===== src/rtl/example_join_alu_pkg.sv =====
// Shared flag indices, result record and the wrap/saturate helper for the join ALU.
package example_pkg;
  localparam int FLAG_CARRY  = 0;
  localparam int FLAG_BORROW = 1;
  localparam int MAX_W       = 64;

  typedef struct packed {
    logic             borrow;
    logic             carry;
    logic [MAX_W-1:0] dif;
    logic [MAX_W-1:0] sum;
  } as_res_t;

  // Operands arrive zero-extended to MAX_W; w is the live width (2..MAX_W).
  function automatic as_res_t add_sub_res(input logic [MAX_W-1:0] a,
                                          input logic [MAX_W-1:0] b,
                                          input int               w,
                                          input logic             sat);
    as_res_t          r;
    logic [MAX_W:0]   s;
    logic [MAX_W-1:0] mask;
    mask     = ~({MAX_W{1'b1}} << w);
    s        = {1'b0, a} + {1'b0, b};
    r.carry  = |(s >> w);
    r.sum    = s[MAX_W-1:0] & mask;
    r.borrow = a < b;
    r.dif    = (a - b) & mask;
    if (sat) begin
      if (r.carry)  r.sum = mask;
      if (r.borrow) r.dif = '0;
    end
    return r;
  endfunction
endpackage


===== src/rtl/example_join_alu_join_fifo.sv =====
// Operand FIFO: no full pass-through, no empty bypass; head is the oldest entry.
module join_fifo #(
  parameter int WIDTH = 8,
  parameter int DEPTH = 4
) (
  input  logic             clk,
  input  logic             rst,
  input  logic             push,
  input  logic [WIDTH-1:0] push_data,
  output logic             push_ready,
  input  logic             pop,
  output logic             head_valid,
  output logic [WIDTH-1:0] head
);
  localparam int         AW       = $clog2(DEPTH);
  localparam logic [AW:0] FULL_CNT = DEPTH[AW:0];

  logic [DEPTH-1:0][WIDTH-1:0] mem;
  logic [AW-1:0]               wptr, rptr;
  logic [AW:0]                 cnt;
  logic                        do_push, do_pop;

  assign push_ready = !rst && (cnt != FULL_CNT);
  assign head_valid = cnt != '0;
  assign head       = mem[rptr];
  assign do_push    = push & push_ready;
  assign do_pop     = pop & head_valid;

  always_ff @(posedge clk) begin
    if (rst) begin
      wptr <= '0;
      rptr <= '0;
      cnt  <= '0;
    end else begin
      if (do_push) wptr <= wptr + 1'b1;
      if (do_pop)  rptr <= rptr + 1'b1;
      case ({do_push, do_pop})
        2'b10:   cnt <= cnt + 1'b1;
        2'b01:   cnt <= cnt - 1'b1;
        default: cnt <= cnt;
      endcase
    end
  end

  // do_push already excludes reset through push_ready.
  always_ff @(posedge clk) begin
    if (do_push) mem[wptr] <= push_data;
  end
endmodule


===== src/rtl/example_join_alu.sv =====
// Joins independent A/B operand streams pairwise and emits registered sum/difference.
module example_join_alu
  import example_pkg::*;
#(
  parameter int WIDTH = 8,
  parameter int DEPTH = 4,
  parameter int CNT_W = 16
) (
  input  logic             clk,
  input  logic             rst,
  input  logic             a_valid,
  output logic             a_ready,
  input  logic [WIDTH-1:0] a,
  input  logic             b_valid,
  output logic             b_ready,
  input  logic [WIDTH-1:0] b,
  input  logic             sat_en,
  output logic             o_valid,
  input  logic             o_ready,
  output logic [WIDTH-1:0] o1,
  output logic [WIDTH-1:0] o2,
  output logic [1:0]       o_flags,
  output logic [CNT_W-1:0] pair_count
);
  // Lane 0 carries operand A, lane 1 operand B.
  logic [1:0]            in_vld, in_rdy, hv;
  logic [1:0][WIDTH-1:0] in_dat, hd;
  logic                  fire;
  as_res_t               res;
  logic                  unused_res;

  assign in_vld  = {b_valid, a_valid};
  assign in_dat  = {b, a};
  assign a_ready = in_rdy[0];
  assign b_ready = in_rdy[1];
  assign fire    = (&hv) & (!o_valid | o_ready);

  generate
    for (genvar i = 0; i < 2; i++) begin : g_lane
      join_fifo #(.WIDTH(WIDTH), .DEPTH(DEPTH)) u_fifo (
        .clk        (clk),
        .rst        (rst),
        .push       (in_vld[i]),
        .push_data  (in_dat[i]),
        .push_ready (in_rdy[i]),
        .pop        (fire),
        .head_valid (hv[i]),
        .head       (hd[i])
      );
    end
  endgenerate

  assign res        = add_sub_res(MAX_W'(hd[0]), MAX_W'(hd[1]), WIDTH, sat_en);
  assign unused_res = ^{res.sum >> WIDTH, res.dif >> WIDTH};

  always_ff @(posedge clk) begin
    if (rst) begin
      o_valid    <= 1'b0;
      o1         <= '0;
      o2         <= '0;
      o_flags    <= '0;
      pair_count <= '0;
    end else begin
      if (fire) begin
        o_valid              <= 1'b1;
        o1                   <= res.sum[WIDTH-1:0];
        o2                   <= res.dif[WIDTH-1:0];
        o_flags[FLAG_BORROW] <= res.borrow;
        o_flags[FLAG_CARRY]  <= res.carry;
      end else if (o_ready) begin
        o_valid <= 1'b0;
      end
      if (o_valid && o_ready) pair_count <= pair_count + CNT_W'(1);
    end
  end
endmodule

===== config.mk =====
export PLATFORM = sky130hd
export DESIGN_NAME = example_join_alu
export DESIGN_NICKNAME = d
export VERILOG_FILES = /design/src/rtl/example_join_alu_pkg.sv /design/src/rtl/example_join_alu_join_fifo.sv /design/src/rtl/example_join_alu.sv
export SDC_FILE = /design/constraint.sdc
export NUM_CORES = 1
export LEC_CHECK = 0
export ABC_AREA = 1
export BUFFER_PORTS_ARGS = -buffer_cell sky130_fd_sc_hd__buf_4
export CAP_MARGIN = 5
export CORE_MARGIN = 5
export CORE_UTILIZATION = 35
export DETAILED_ROUTE_END_ITERATION = 8
export MAX_ROUTING_LAYER = met4
export SLEW_MARGIN = 20
export SYNTH_ARGS = -nofsm -noshare
export SYNTH_HDL_FRONTEND = slang
export SYNTH_SLANG_ARGS = --single-unit

===== constraint.sdc =====
create_clock -name clk -period 2.35 [get_ports clk]
set_input_delay 0.1175 -clock clk [delete_from_list [all_inputs] [get_ports clk]]
set_output_delay 0.1175 -clock clk [all_outputs]
set_load 0.005 [all_outputs]

==> results.txt <==
post-synth design cell area = 5360 um^2
area growth from synthesis to layout = 39.8%
count of port buffers added during placement = 58
setup violation total in the final timing report = 0
crit path launch type = flop
leading cell type in the layout, fill and taps excluded = sky130_fd_sc_hd__buf_4
areal power density over the cells = 1280 nW/um^2
net count of the mapped netlist = 624
startpoint of the most critical setup path = g_lane[0].u_fifo.rptr[0]
worst slew pin tran = 386 ps
number of cells after detailed placement = 839
outcome = complete, no violations
post-detailed-route DRC marker count = 0
antenna fix cells = 0
first-pass GRT wire length = 20700 um
Data required, critical path = 2700 ps
post-synthesis sequential area ratio = 0.542
unrepaired setup endpoints after global routing = true
routability congestion estimate = 0.864
Avg WL per Cell = 14.6 um
max-slew violation total from the final report = 0
path type of the worst min-delay path = in2reg
iteration count of the initial detailed-routing pass = 4
number of sinks driven by the clock tree = 113
worst-case register-to-register setup slack = 140 ps
initial core utilization = 0.355
final wirelength = 13200 um
number of nets in the finished design = 755
post-synthesis area per instance = 9.38 um^2
CTS tree = built
commonest cells after routing, fill and taps aside = 110 x sky130_fd_sc_hd__buf_4, 104 x sky130_fd_sc_hd__nand2_1, 67 x sky130_fd_sc_hd__inv_1
root buf cell = sky130_fd_sc_hd__clkbuf_16
count of final hold-check violations = 0
total half-perimeter wirelength after legalization and detailed placement = 9110 um
worst supply voltage drop on vdd = 0.627 mV
row count = 45
First DRT Iteration DRCs = 222
register clock-pin slew on the reported worst setup and hold paths = 60 ps
post-route worst setup slack = 136 ps
H-tree levels = 4
die outline area = 17900 um^2
number of synthesized register bits = 113
number of different library cells in the post-synthesis netlist = 38
pre-CTS worst setup slack = -188 ps
total number of vias = 4273
worst relative slew slack = 0.743
final global-route overflow total = 0
vias in the first global route = 4220
maximum root-to-sink buffer count = 2
Die Height = 134 um
critical path fanouts, max = 8
Routed Antenna Nets = 0
number of antenna violations at the first check in global routing = 0
Critical Path Sink = o2[2]
post-route fraction of the period consumed by the critical path = 0.942
critical path class = reg2reg
Leakage Power = 3.11 nW
reg-to-reg critical path startpoint = g_lane[0].u_fifo.rptr[0]
worst clock skew = 6.01 ps
data arrival time of the critical path = 2560 ps
global-route usage over all layers = 0.154
Post-Syn Instances = 571
Yosys warning total = 0
Layout Cells excl Fill = 903
largest net degree at the start of global routing = 22
total CTS buffers = 17
number of max-capacitance violations reported = 0
top-level port count = 59
Max Clock Freq = 452 MHz
Worst-Skew Late Latency = 420 ps
minimum clock period = 2210 ps
Setup crit end kind = flop
proportion of layout cells with a drive suffix above 1 = 0.302
core area = 15100 um^2
R2R Path End = o2[2]
die span in x = 134 um
per-cell via count in the routed design = 4.73
number of cell instances on the worst register-to-register path = 15
Yosys cell counts, drive strengths merged:
cell	instances	share of area
a21oi	55	0.051
ha	27	0.063
o22ai	7	0.0082
nand3	16	0.019
buf	13	0.013
nor3b	1	0.0014
a31oi	2	0.0023
o211ai	2	0.0028
clkbuf	7	0.0049
nand3b	2	0.0035
nor2	54	0.044
nand4	3	0.0035
fa	4	0.015
o21a	4	0.0056
xnor2	2	0.0033
edfxtp	64	0.36
or2	1	0.0016
clkinv	1	0.00070
o21ai	40	0.037
and2	1	0.0012
and3	1	0.0012
a32oi	9	0.015
dfxtp	49	0.18
nor3	6	0.0065
xor2	8	0.013
nand2	115	0.085
inv	74	0.052
o21bai	2	0.0028
a21o	1	0.0014
cells by family (layout without fill, tap and decap cells):
family	count (synthesis)	after routing	synth area share
flip-flops	113	113	0.542
buffers and inverters	95	239	0.0701
AND/OR/NAND/NOR	200	200	0.167
adder cells (fa/ha/maj)	31	31	0.0780
XOR/XNOR	10	10	0.0164
AO/OA/AOI/OAI	122	122	0.127
per-stage QoR:
stage / power [mW] / utilization / setup TNS, ps / hold WS, ps / cell area, um^2
after global routing: 10.3 / 0.496 / -100 / 36.7 / 7490
after detailed placement: 6.28 / 0.417 / -2200 / 322 / 6290
after CTS: 9.07 / 0.474 / -13.0 / 23.5 / 7160
final: 9.60 / 0.496 / 0 / 44.6 / 7490
after floorplan: 4.82 / - / 0 / 216 / 5360
after global placement: 6.20 / 0.417 / -677 / 318 / 6290
worst min-delay path by stage:
stage,end,startpoint,depth (start not counted),slack [ps]
floorplan,g_lane[0].u_fifo.mem[0],a[0],0,220
global placement,g_lane[1].u_fifo.mem[17],b[1],1,320
detailed placement,g_lane[1].u_fifo.mem[24],b[0],1,320
CTS,o_valid,o_ready,4,20
global route,o_valid,o_ready,4,40
finish,o_valid,o_ready,4,40
sequential cells by signal, summed over array words and instances (netlist names):
| signal | count |
|---|---|
| pair_count | 16 |
| o2 | 8 |
| g_lane.u_fifo.rptr | 4 |
| o_flags | 2 |
| g_lane.u_fifo.mem | 64 |
| g_lane.u_fifo.cnt | 6 |
| g_lane.u_fifo.wptr | 4 |
| o_valid | 1 |
| o1 | 8 |
final cells by class:
cell class	instances	area (um^2)
repair buffers	132	1100
clock inverters	14	165
flip-flops and latches	113	2910
well taps	188	235
clock buffers	18	439
fillers	1386	7600
inverters	75	295
multi-input cells	363	2340
per-layer routing:
metal  GRT usage  vias up  part of all wire  wire length (um)
met2       0.249       73              0.49              6460
li1            -     2177                 -                 -
met5           -        -                 0                 0
met1       0.184     2005              0.46              6010
met4      0.0657        0             0.019               245
met3      0.0378       18             0.034               454
timing repair:
action                                  4_1_cts  5_1_grt
pin swaps                                     1       14
hold buffers                                 16        0
endpoints found under the hold margin        64        0
endpoints found under the setup margin       18       18
gates cloned                                  0        1
resized for setup                            17       53
buffers inserted                              5       10
power by group:
group	internal [mW]	total [mW]	switching (mW)
clock network	1.68	2.59	0.904
logic	2.05	4.45	2.40
registers	2.38	2.56	0.182
total	6.11	9.60	3.49
worst max-delay path, stage by stage (launching register included):
cell                      delay (ps)
sky130_fd_sc_hd__dfxtp_4         400
sky130_fd_sc_hd__buf_12          130
sky130_fd_sc_hd__a21oi_4          50
sky130_fd_sc_hd__a32oi_2         240
sky130_fd_sc_hd__inv_1            80
sky130_fd_sc_hd__ha_2            200
sky130_fd_sc_hd__fa_2            350
sky130_fd_sc_hd__inv_2            60
sky130_fd_sc_hd__nand3_2          50
sky130_fd_sc_hd__nand2_2          80
sky130_fd_sc_hd__nand2_1          50
sky130_fd_sc_hd__nand2_1          60
sky130_fd_sc_hd__nand2_2          70
sky130_fd_sc_hd__nand2_4         120
sky130_fd_sc_hd__nand2_1          60
sky130_fd_sc_hd__a21oi_1         120
No activity file was read; power rests on OpenSTA's default activity.
